--- src/rtl/wallace_mac_pkg.sv ---
// Shared types and defaults for the Wallace-multiplier product accumulator.
// Build option WALLACE_MAC_SAT_EN selects saturating accumulation.
package wallace_mac_pkg;

  localparam int unsigned PROD_W    = 8;
  localparam int unsigned ACC_W_DEF = 16;
  localparam int unsigned CNT_W_DEF = 8;

  typedef enum logic {
    ACCUM = 1'b0,
    DRAIN = 1'b1
  } state_t;

endpackage

--- src/rtl/wallace_mac_add.sv ---
// Combinational accumulator adder: ACC_W-bit sum plus 8-bit product, with carry-out.
// Build option WALLACE_MAC_SAT_EN clamps the sum to all-ones on carry-out.
module wallace_mac_add
  import wallace_mac_pkg::*;
#(
  parameter int unsigned ACC_W = ACC_W_DEF
) (
  input  logic [ACC_W-1:0]  a,
  input  logic [PROD_W-1:0] b,
  output logic [ACC_W-1:0]  sum,
  output logic              carry
);

  logic [ACC_W:0] full;

  always_comb begin
    full  = {1'b0, a} + {{(ACC_W + 1 - PROD_W){1'b0}}, b};
    carry = full[ACC_W];
`ifdef WALLACE_MAC_SAT_EN
    // Once clamped, any further add either carries again or adds zero, so the clamp sticks.
    sum   = carry ? '1 : full[ACC_W-1:0];
`else
    sum   = full[ACC_W-1:0];
`endif
  end

endmodule

--- src/rtl/wallace_mac_acc.sv ---
// Frame accumulator for 8-bit multiplier products with valid/ready on both sides.
// Build option WALLACE_MAC_SAT_EN (via wallace_mac_add) saturates instead of wrapping.
module wallace_mac_acc
  import wallace_mac_pkg::*;
#(
  parameter int unsigned ACC_W = ACC_W_DEF,
  parameter int unsigned CNT_W = CNT_W_DEF
) (
  input  logic              clk,
  input  logic              rst,
  input  logic              prod_valid,
  input  logic [PROD_W-1:0] prod,
  input  logic              prod_last,
  output logic              prod_ready,
  output logic              acc_valid,
  output logic [ACC_W-1:0]  acc_data,
  output logic [CNT_W-1:0]  acc_cnt,
  output logic              acc_ovf,
  input  logic              acc_ready
);

  if (ACC_W < PROD_W) begin : g_bad_acc_w
    $error("wallace_mac_acc: ACC_W must be >= 8");
  end
  if (CNT_W < 1) begin : g_bad_cnt_w
    $error("wallace_mac_acc: CNT_W must be >= 1");
  end

  state_t           state, state_next;
  logic [ACC_W-1:0] sum, sum_next;
  logic [CNT_W-1:0] cnt, cnt_next;
  logic             ovf, ovf_next;
  logic             carry;
  logic             beat;

  wallace_mac_add #(.ACC_W(ACC_W)) u_add (
    .a    (sum),
    .b    (prod),
    .sum  (sum_next),
    .carry(carry)
  );

  always_comb begin
    state_next = state;
    prod_ready = 1'b0;
    acc_valid  = 1'b0;
    case (state)
      ACCUM: begin
        prod_ready = 1'b1;
        if (prod_valid && prod_last) state_next = DRAIN;
      end
      DRAIN: begin
        acc_valid = 1'b1;
        if (acc_ready) state_next = ACCUM;
      end
      default: state_next = ACCUM;
    endcase
  end

  // prod only reaches state through beat, so X on an idle bus is never captured.
  assign beat     = prod_valid && prod_ready;
  assign cnt_next = (&cnt) ? cnt : cnt + 1'b1;
  assign ovf_next = ovf | carry;

  always_ff @(posedge clk or posedge rst) begin
    if (rst) begin
      state    <= ACCUM;
      sum      <= '0;
      cnt      <= '0;
      ovf      <= 1'b0;
      acc_data <= '0;
      acc_cnt  <= '0;
      acc_ovf  <= 1'b0;
    end else begin
      state <= state_next;
      if (beat) begin
        if (prod_last) begin
          acc_data <= sum_next;
          acc_cnt  <= cnt_next;
          acc_ovf  <= ovf_next;
          sum      <= '0;
          cnt      <= '0;
          ovf      <= 1'b0;
        end else begin
          sum <= sum_next;
          cnt <= cnt_next;
          ovf <= ovf_next;
        end
      end
    end
  end

endmodule

--- config.mk ---
export PLATFORM = sky130hd
export DESIGN_NAME = wallace_mac_acc
export DESIGN_NICKNAME = d
export VERILOG_FILES = /design/src/rtl/wallace_mac_pkg.sv /design/src/rtl/wallace_mac_add.sv /design/src/rtl/wallace_mac_acc.sv
export SDC_FILE = /design/constraint.sdc
export NUM_CORES = 1
export LEC_CHECK = 0
export BUFFER_PORTS_ARGS = -buffer_cell sky130_fd_sc_hd__buf_2
export CAP_MARGIN = 20
export CORE_UTILIZATION = 50
export DETAILED_ROUTE_END_ITERATION = 8
export PLACE_DENSITY = 0.77
export SYNTH_ARGS = -nofsm -noshare
export SYNTH_HDL_FRONTEND = slang
export SYNTH_SLANG_ARGS = --single-unit
--- constraint.sdc ---
create_clock -name clk -period 4.75 [get_ports clk]
set_input_delay 0.95 -clock clk [delete_from_list [all_inputs] [get_ports clk]]
set_output_delay 0.95 -clock clk [all_outputs]
set_load 0.02 [all_outputs]
==> results of run 1 <==
==> routing by layer <==
metal  wire length, um  up-vias  share of wire
met2              2610       62           0.48
met3               287        4          0.053
met1              2460      980           0.46
met4                34        0         0.0063
li1                  -     1043              -
met5                 0        -              0
==> cell usage after synthesis (2+ instances only) <==
cell type  count
mux2i_1        2
xnor2_1       10
nand4_1        4
nand2_1       40
inv_1         10
nand3_1        8
and3_1         4
or3_1          3
nor2_1         8
a211oi_1       2
xor2_1         6
dfrtp_1       51
a32o_1         2
ha_1           9
o211ai_2       2
o21a_1         2
o31ai_1        5
o21ai_1        8
a21oi_1       22
o211ai_1       2
a21o_1         2
and2_1         2
a22o_1         6
o21ai_0       30
o22ai_1        3
mux2_2         7
clkbuf_1      11
==> registers in the layout (all words and copies together), names as in the netlist <==
register / count
ovf: 1
acc_ovf: 1
state: 1
cnt: 8
acc_cnt: 8
sum: 16
acc_data: 16
==> worst min-delay path: stages (launching register included) <==
cell	delay, ps
dfrtp_1	350
nand2_1	40
o21ai_0	50
==> layout by cell type, fill, tap and decap left out, types with 2 or more instances in the layout <==
cell and count:
o31ai_1 5, o21ai_0 30, xor2_1 6, o211ai_1 2, o21ai_1 8, and3_1 4, dfrtp_1 51, nand4_1 4
a21oi_1 22, nand2_1 40, mux2i_1 2, a32o_1 2, a21o_1 2, inv_1 9, clkbuf_8 5, a22o_1 6
a211oi_1 2, mux2_2 7, o211ai_2 2, o21a_1 2, or3_1 3, nand3_1 8, and2_1 2, buf_2 39
ha_1 9, xnor2_1 10, nor2_1 8, clkbuf_1 2, o22ai_1 3
==> final cells by class <==
cell class / count / area share
clock buffers: 7 / 0.0256
clock inverters: 1 / 0.00168
inverters: 10 / 0.0126
multi-input cells: 199 / 0.429
flip-flops and latches: 51 / 0.428
well taps: 70 / 0.0294
repair buffers: 41 / 0.0746
==> final timing paths <==
check	slack, ps	from	cells past startpoint	endpoint
worst max-delay path	2010	prod_valid	6	acc_ovf
worst min-delay path	470	acc_data[11]	2	acc_data[11]
worst max register to register	2350	state	5	acc_ovf
worst min register to register	470	acc_data[11]	2	acc_data[11]
max in group asynchronous	3590	rst	3	acc_data[6]
min in group asynchronous	650	rst	2	sum[8]
==> kinds of logic (layout without fill, tap and decap cells) <==
family,Yosys count,after routing,share of synthesized area
compound gates,90,90,0.211
xor+xnor,16,16,0.0531
fa+ha+maj,10,10,0.0503
buf+inv,22,59,0.0318
flops,51,51,0.484
mux,9,9,0.0375
simple gates,74,74,0.133
==> through the flow <==
| stage | power, mW | hold slack [ps] | instance area [um2] | instances | setup WS [ps] |
|---|---|---|---|---|---|
| after global placement | 1.08 | 459 | 2880 | 370 | 1830 |
| after detailed placement | 1.09 | 465 | 2880 | 370 | 1700 |
| after CTS | 1.33 | 485 | 2960 | 378 | 2010 |
| after global routing | 1.41 | 506 | 2980 | 379 | 1860 |
| after floorplan | 0.957 | 453 | 2640 | 272 | 2140 |
| final | 1.33 | 475 | 2980 | 379 | 2010 |
==> power by group through the flow <==
stage / sequential [mW] / combinational, mW / clock (mW)
final: 0.578 / 0.508 / 0.241
after global routing: 0.591 / 0.557 / 0.262
after CTS: 0.578 / 0.508 / 0.247
after detailed placement: 0.586 / 0.504 / 0
after global placement: 0.583 / 0.493 / 0
after floorplan: 0.643 / 0.314 / 0
==> out/summary.txt, run 1 <==
Routed WL: 5390 um
Footprint of the multi-input gates: 0.00128 mm2
Area Overhead vs Synth: 13.1%
Clock power share: 0.181
Vias in the first global route: 1931
Hold_buf cts: 0
Die span in x: 74.6 um
# nets final: 331
Pin count of the biggest net entering global routing: 52
ANT nets after route: 0
Drt drc: 0
HPWL Detailed: 3670 um
Worst Skew: 5.06 ps
Worst EP arrival: 2930 ps
Crit path cell chain: buf_2, nor2b_1, nand2_1, buf_4, a311oi_1, nor2_1
Synthesized instance count: 272
CP max-delay cell: nor2b_1
Worst-path clk slew: 90 ps
Post-synth EDFFs: 0
Power Density: 444 mW/mm2
Cts repair resizes: 0
Setup TNS: 0 ps
Unrepaired setup endpoints after global routing: no
Gpl congestion: 0.793
Crit path required time: 4940 ps
Asr flop ratio synth: 1.00
Power share of the sequential group: 0.436
Initial Util: 0.517
Initial antenna violation count: 0
I/O pin count: 40
Post-synth cell types: 38
Iter 0 DRT Violations: 164
Worst hold path class: reg -> reg
Max-cap violation count: 0
Vias per std cell: 5.51
Run status: finished clean
Root Buffer: clkbuf_8
Critical Path Max Stage Delay: 660 ps
Crit path max-delay family: simple AND/OR/NAND/NOR gates
Post-synth top area share: 0.484
Longest Clk Path Bufs: 2
ANT cells: 0
Synthesis-stage register bit count: 51
Crit end category: flip-flop
First-pass GRT wire length: 8590 um
Rows: 26
FILL cells: 460
LEAKAGE: 1.40 nW
GR peak layer: met2
Share of cells above drive strength 1: 0.197
Area contributors post-synth: dfrtp_1 (48%), nand2_1 (5.7%), o21ai_0 (5.7%)
Post-route minimum period: 2740 ps
GRT Util Overall: 0.203
Logic pwr share: 0.383
DR WL/cell: 14.2 um
Max FO, Critical Path: 26
Max transition margin: 0.411
Dominant cell type by area after synthesis: dfrtp_1
DRT Pass-1 Iters: 4
NetSw: 0.502 mW
Max Freq: 365 MHz
CP Class: in -> reg
H-tree levels: 2
Synth Net Count: 295
Sequential cell area fraction in the yosys report: 0.484
VDD IR max: 0.298 mV
Setup-failing EPs final: 0
Clock sinks: 51
Num CTS Buffers: 5
Crit start category: input port
Die height: 74.6 um
Fin. Hold Viols: 0
Fin util: 0.584
Ratio of final minimum period to clock period: 0.576
Yosys synthesis warning count: 0
GRT met2 Usage: 0.325
Die ar.: 0.00557 mm2
Vias: 2089
Fin. max-slew vios: 0
Top FF cell, synth: dfrtp_1
Sw Ratio: 0.378
Post CTS Setup Buffer Count: 0
Clk_lat worst skew: 300 ps
Slew @ Worst Pin: 880 ps
Buf/Inv on CP: 2
Sequential Area: 0.00128 mm2
Total core area: 0.00511 mm2
CTS tree: yes
Syn Std Cell Area: 0.00264 mm2
GRT overflow: 0
IO buf count: 39
Syn Area/Cell: 9.70 um2
Grt met3 use: 0.0455
Internal: 0.825 mW
M1 GR Usage: 0.278
Note: power is estimated with default switching activity, not from simulation.
==> inputs of run 2 (changes only) <==
Clock period 4.75 ns to 2.85 ns, I/O delays scaled along.
==> run 2 against run 1 <==
Worst setup slack got worse by 1400 ps. Routed wire length down 3.4%. Clock-buffer cell count rose by 1. Critical path type is now reg -> reg. Critical path depth up 1.
==> out/summary.txt, run 2 (synthesized netlist as in run 1, its figures left out) <==
Run status: finished clean
Area Overhead vs Synth: 14.9%
Rows: 26 (unchanged)
Max transition margin: 0.641 (+0.229)
Worst-path clk slew: 90 ps (about the same)
Sw Ratio: 0.368 (-0.0100)
Vias: 2064 (-1.2%)
Crit path max-delay family: compound AO/OA/AOI/OAI gates
Internal: 1.43 mW (+73%)
Initial antenna violation count: 0 (unchanged)
VDD IR max: 0.414 mV (+39%)
First-pass GRT wire length: 8600 um (about the same)
Logic pwr share: 0.373 (-0.010)
FF-to-FF Start: sum[0]
Num CTS Buffers: 5 (unchanged)
Footprint of the multi-input gates: 0.00128 mm2 (unchanged)
Crit start category: flip-flop
Max-cap violation count: 0 (unchanged)
Initial Util: 0.517 (unchanged)
Max FO, Critical Path: 5 (-81%)
Tot Pwr: 2.26 mW (+71%)
Die height: 74.6 um (unchanged)
DR WL/cell: 13.6 um (-4.4%)
Crit end category: flip-flop
H-tree levels: 2 (unchanged)
HPWL Detailed: 3650 um (-0.40%)
Post-route minimum period: 2200 ps
Setup crit start: sum[0]
FILL cells: 469 (+2.0%)
Max Freq: 455 MHz
Slew @ Worst Pin: 538 ps (-342 ps)
Drt drc: 0 (unchanged)
ANT nets after route: 0 (unchanged)
DRT Pass-1 Iters: 4 (unchanged)
I/O pin count: 40 (unchanged)
Fin. Hold Viols: 0 (unchanged)
Power share of the sequential group: 0.427 (-0.009)
Clock sinks: 51 (unchanged)
# nets final: 335 (+1.2%)
Share of cells above drive strength 1: 0.211 (+0.0135)
Levels on crit path: 7 (+1)
Total core area: 0.00511 mm2 (unchanged)
GRT overflow: 0 (unchanged)
Setup-failing EPs final: 0 (unchanged)
Worst Skew: 6.93 ps (+1.87 ps)
CTS tree: yes
Ratio of final minimum period to clock period: 0.771
Critical Path Max Stage Delay: 430 ps (-230 ps)
Largest registers: acc_data: 16 flops, sum: 16 flops
Die ar.: 0.00557 mm2 (unchanged)
NetSw: 0.833 mW (+66%)
Cts repair resizes: 0 (unchanged)
Most frequent cells in the layout: dfrtp_1 (51), nand2_1 (40), buf_2 (39)
Vias per std cell: 5.39 (-2.2%)
Power Density: 746 mW/mm2 (+68%)
Gpl congestion: 0.828 (+4.3%)
Clock power share: 0.200 (+0.019)
Root Buffer: clkbuf_8
Post CTS Setup Buffer Count: 0 (unchanged)
Worst hold path class: in -> async
GRT Util Overall: 0.207 (+0.00357)
Iter 0 DRT Violations: 139 (-15%)
Pin count of the biggest net entering global routing: 52 (unchanged)
Worst EP arrival: 2390 ps (-540 ps)
ANT cells: 0 (unchanged)
Clk_lat worst skew: 310 ps (about the same)
Fin. max-slew vios: 0 (unchanged)
Routed WL: 5210 um (-3.4%)
CP max-delay cell: fa_1
Vias in the first global route: 1885 (-2.4%)
Buf/Inv on CP: 0 (-2)
Crit path required time: 3040 ps (-1900 ps)
Sequential Area: 0.00128 mm2 (unchanged)
Internal reg-to-reg setup slack: 650 ps (-1700 ps)
Die span in x: 74.6 um (unchanged)
Crit path cell chain: ha_1, fa_1, a211oi_1, o21a_1, o21ai_2, a311oi_1, nor2_1
Unrepaired setup endpoints after global routing: no
Setup TNS: 0 ps (unchanged)
CP Class: reg -> reg
Worst setup endpoint: acc_ovf
IO buf count: 39 (unchanged)
LEAKAGE: 1.43 nW (+2.0%)
Reg2Reg Depth: 7 (+2)
Longest Clk Path Bufs: 2 (unchanged)
Hold_buf cts: 0 (unchanged)
RR Endpoint: acc_ovf
Commonest non-fill, non-tap cell in the layout: dfrtp_1
run 2: cell count changes in the layout (fill, tap and decap cells not counted):
cell / change
clkbuf_1: -1
clkinv_2: -1
buf_4: +4
clkbuf_8: +2
run 2: routing by layer:
layer / vias up / share of wire / GRT usage
met4: 0 / 0.010 / 0.0587
met1: 980 / 0.50 / 0.278
met5: - / 0 / 0
met3: 6 / 0.023 / 0.0482
met2: 28 / 0.46 / 0.337
li1: 1050 / - / -
run 2: worst register-to-register path, stage by stage, from the launching register on:
cell and delay [ps]:
dfrtp_1 390, ha_1 230, fa_1 430, a211oi_1 360
o21a_1 220, o21ai_2 100, a311oi_1 270, nor2_1 80
run 2: how the worst min path moves through the flow:
stage / start / depth (start not counted) / slack (ps) / to
5_1_grt: rst / 3 / 310 / acc_cnt[3]
3_5_place_dp: acc_cnt[0] / 2 / 470 / acc_cnt[0]
2_1_floorplan: sum[7] / 2 / 450 / sum[7]
4_1_cts: rst / 3 / 310 / acc_data[6]
3_3_place_gp: acc_cnt[3] / 2 / 460 / acc_cnt[3]
6_report: rst / 3 / 300 / acc_cnt[0]
run 2: final cells by class:
cell class | count | share of cell area
clock buffers | 8 | 0.0330
inverters | 10 | 0.0124
multi-input cells | 199 | 0.422
flip-flops and latches | 51 | 0.421
well taps | 70 | 0.0289
repair buffers | 45 | 0.0833
run 2: power groups by stage:
stage	clock network, mW	logic [mW]	registers [mW]
2_1_floorplan	0	0.523	1.07
3_3_place_gp	0	0.826	0.972
3_5_place_dp	0	0.841	0.980
4_1_cts	0.466	0.849	0.965
5_1_grt	0.497	0.940	0.986
6_report	0.453	0.842	0.966
run 2: stage by stage:
| stage | hold WS (ps) | setup WS (ps) | cells | instance area (um2) | util |
|---|---|---|---|---|---|
| after global placement | 458 | 405 | 375 | 2930 | 0.574 |
| after CTS | 307 | 649 | 383 | 3030 | 0.594 |
| after detailed placement | 465 | 348 | 375 | 2930 | 0.574 |
| after global routing | 314 | 493 | 383 | 3030 | 0.594 |
| after floorplan | 453 | 623 | 272 | 2640 | - |
| final | 295 | 654 | 383 | 3030 | 0.594 |
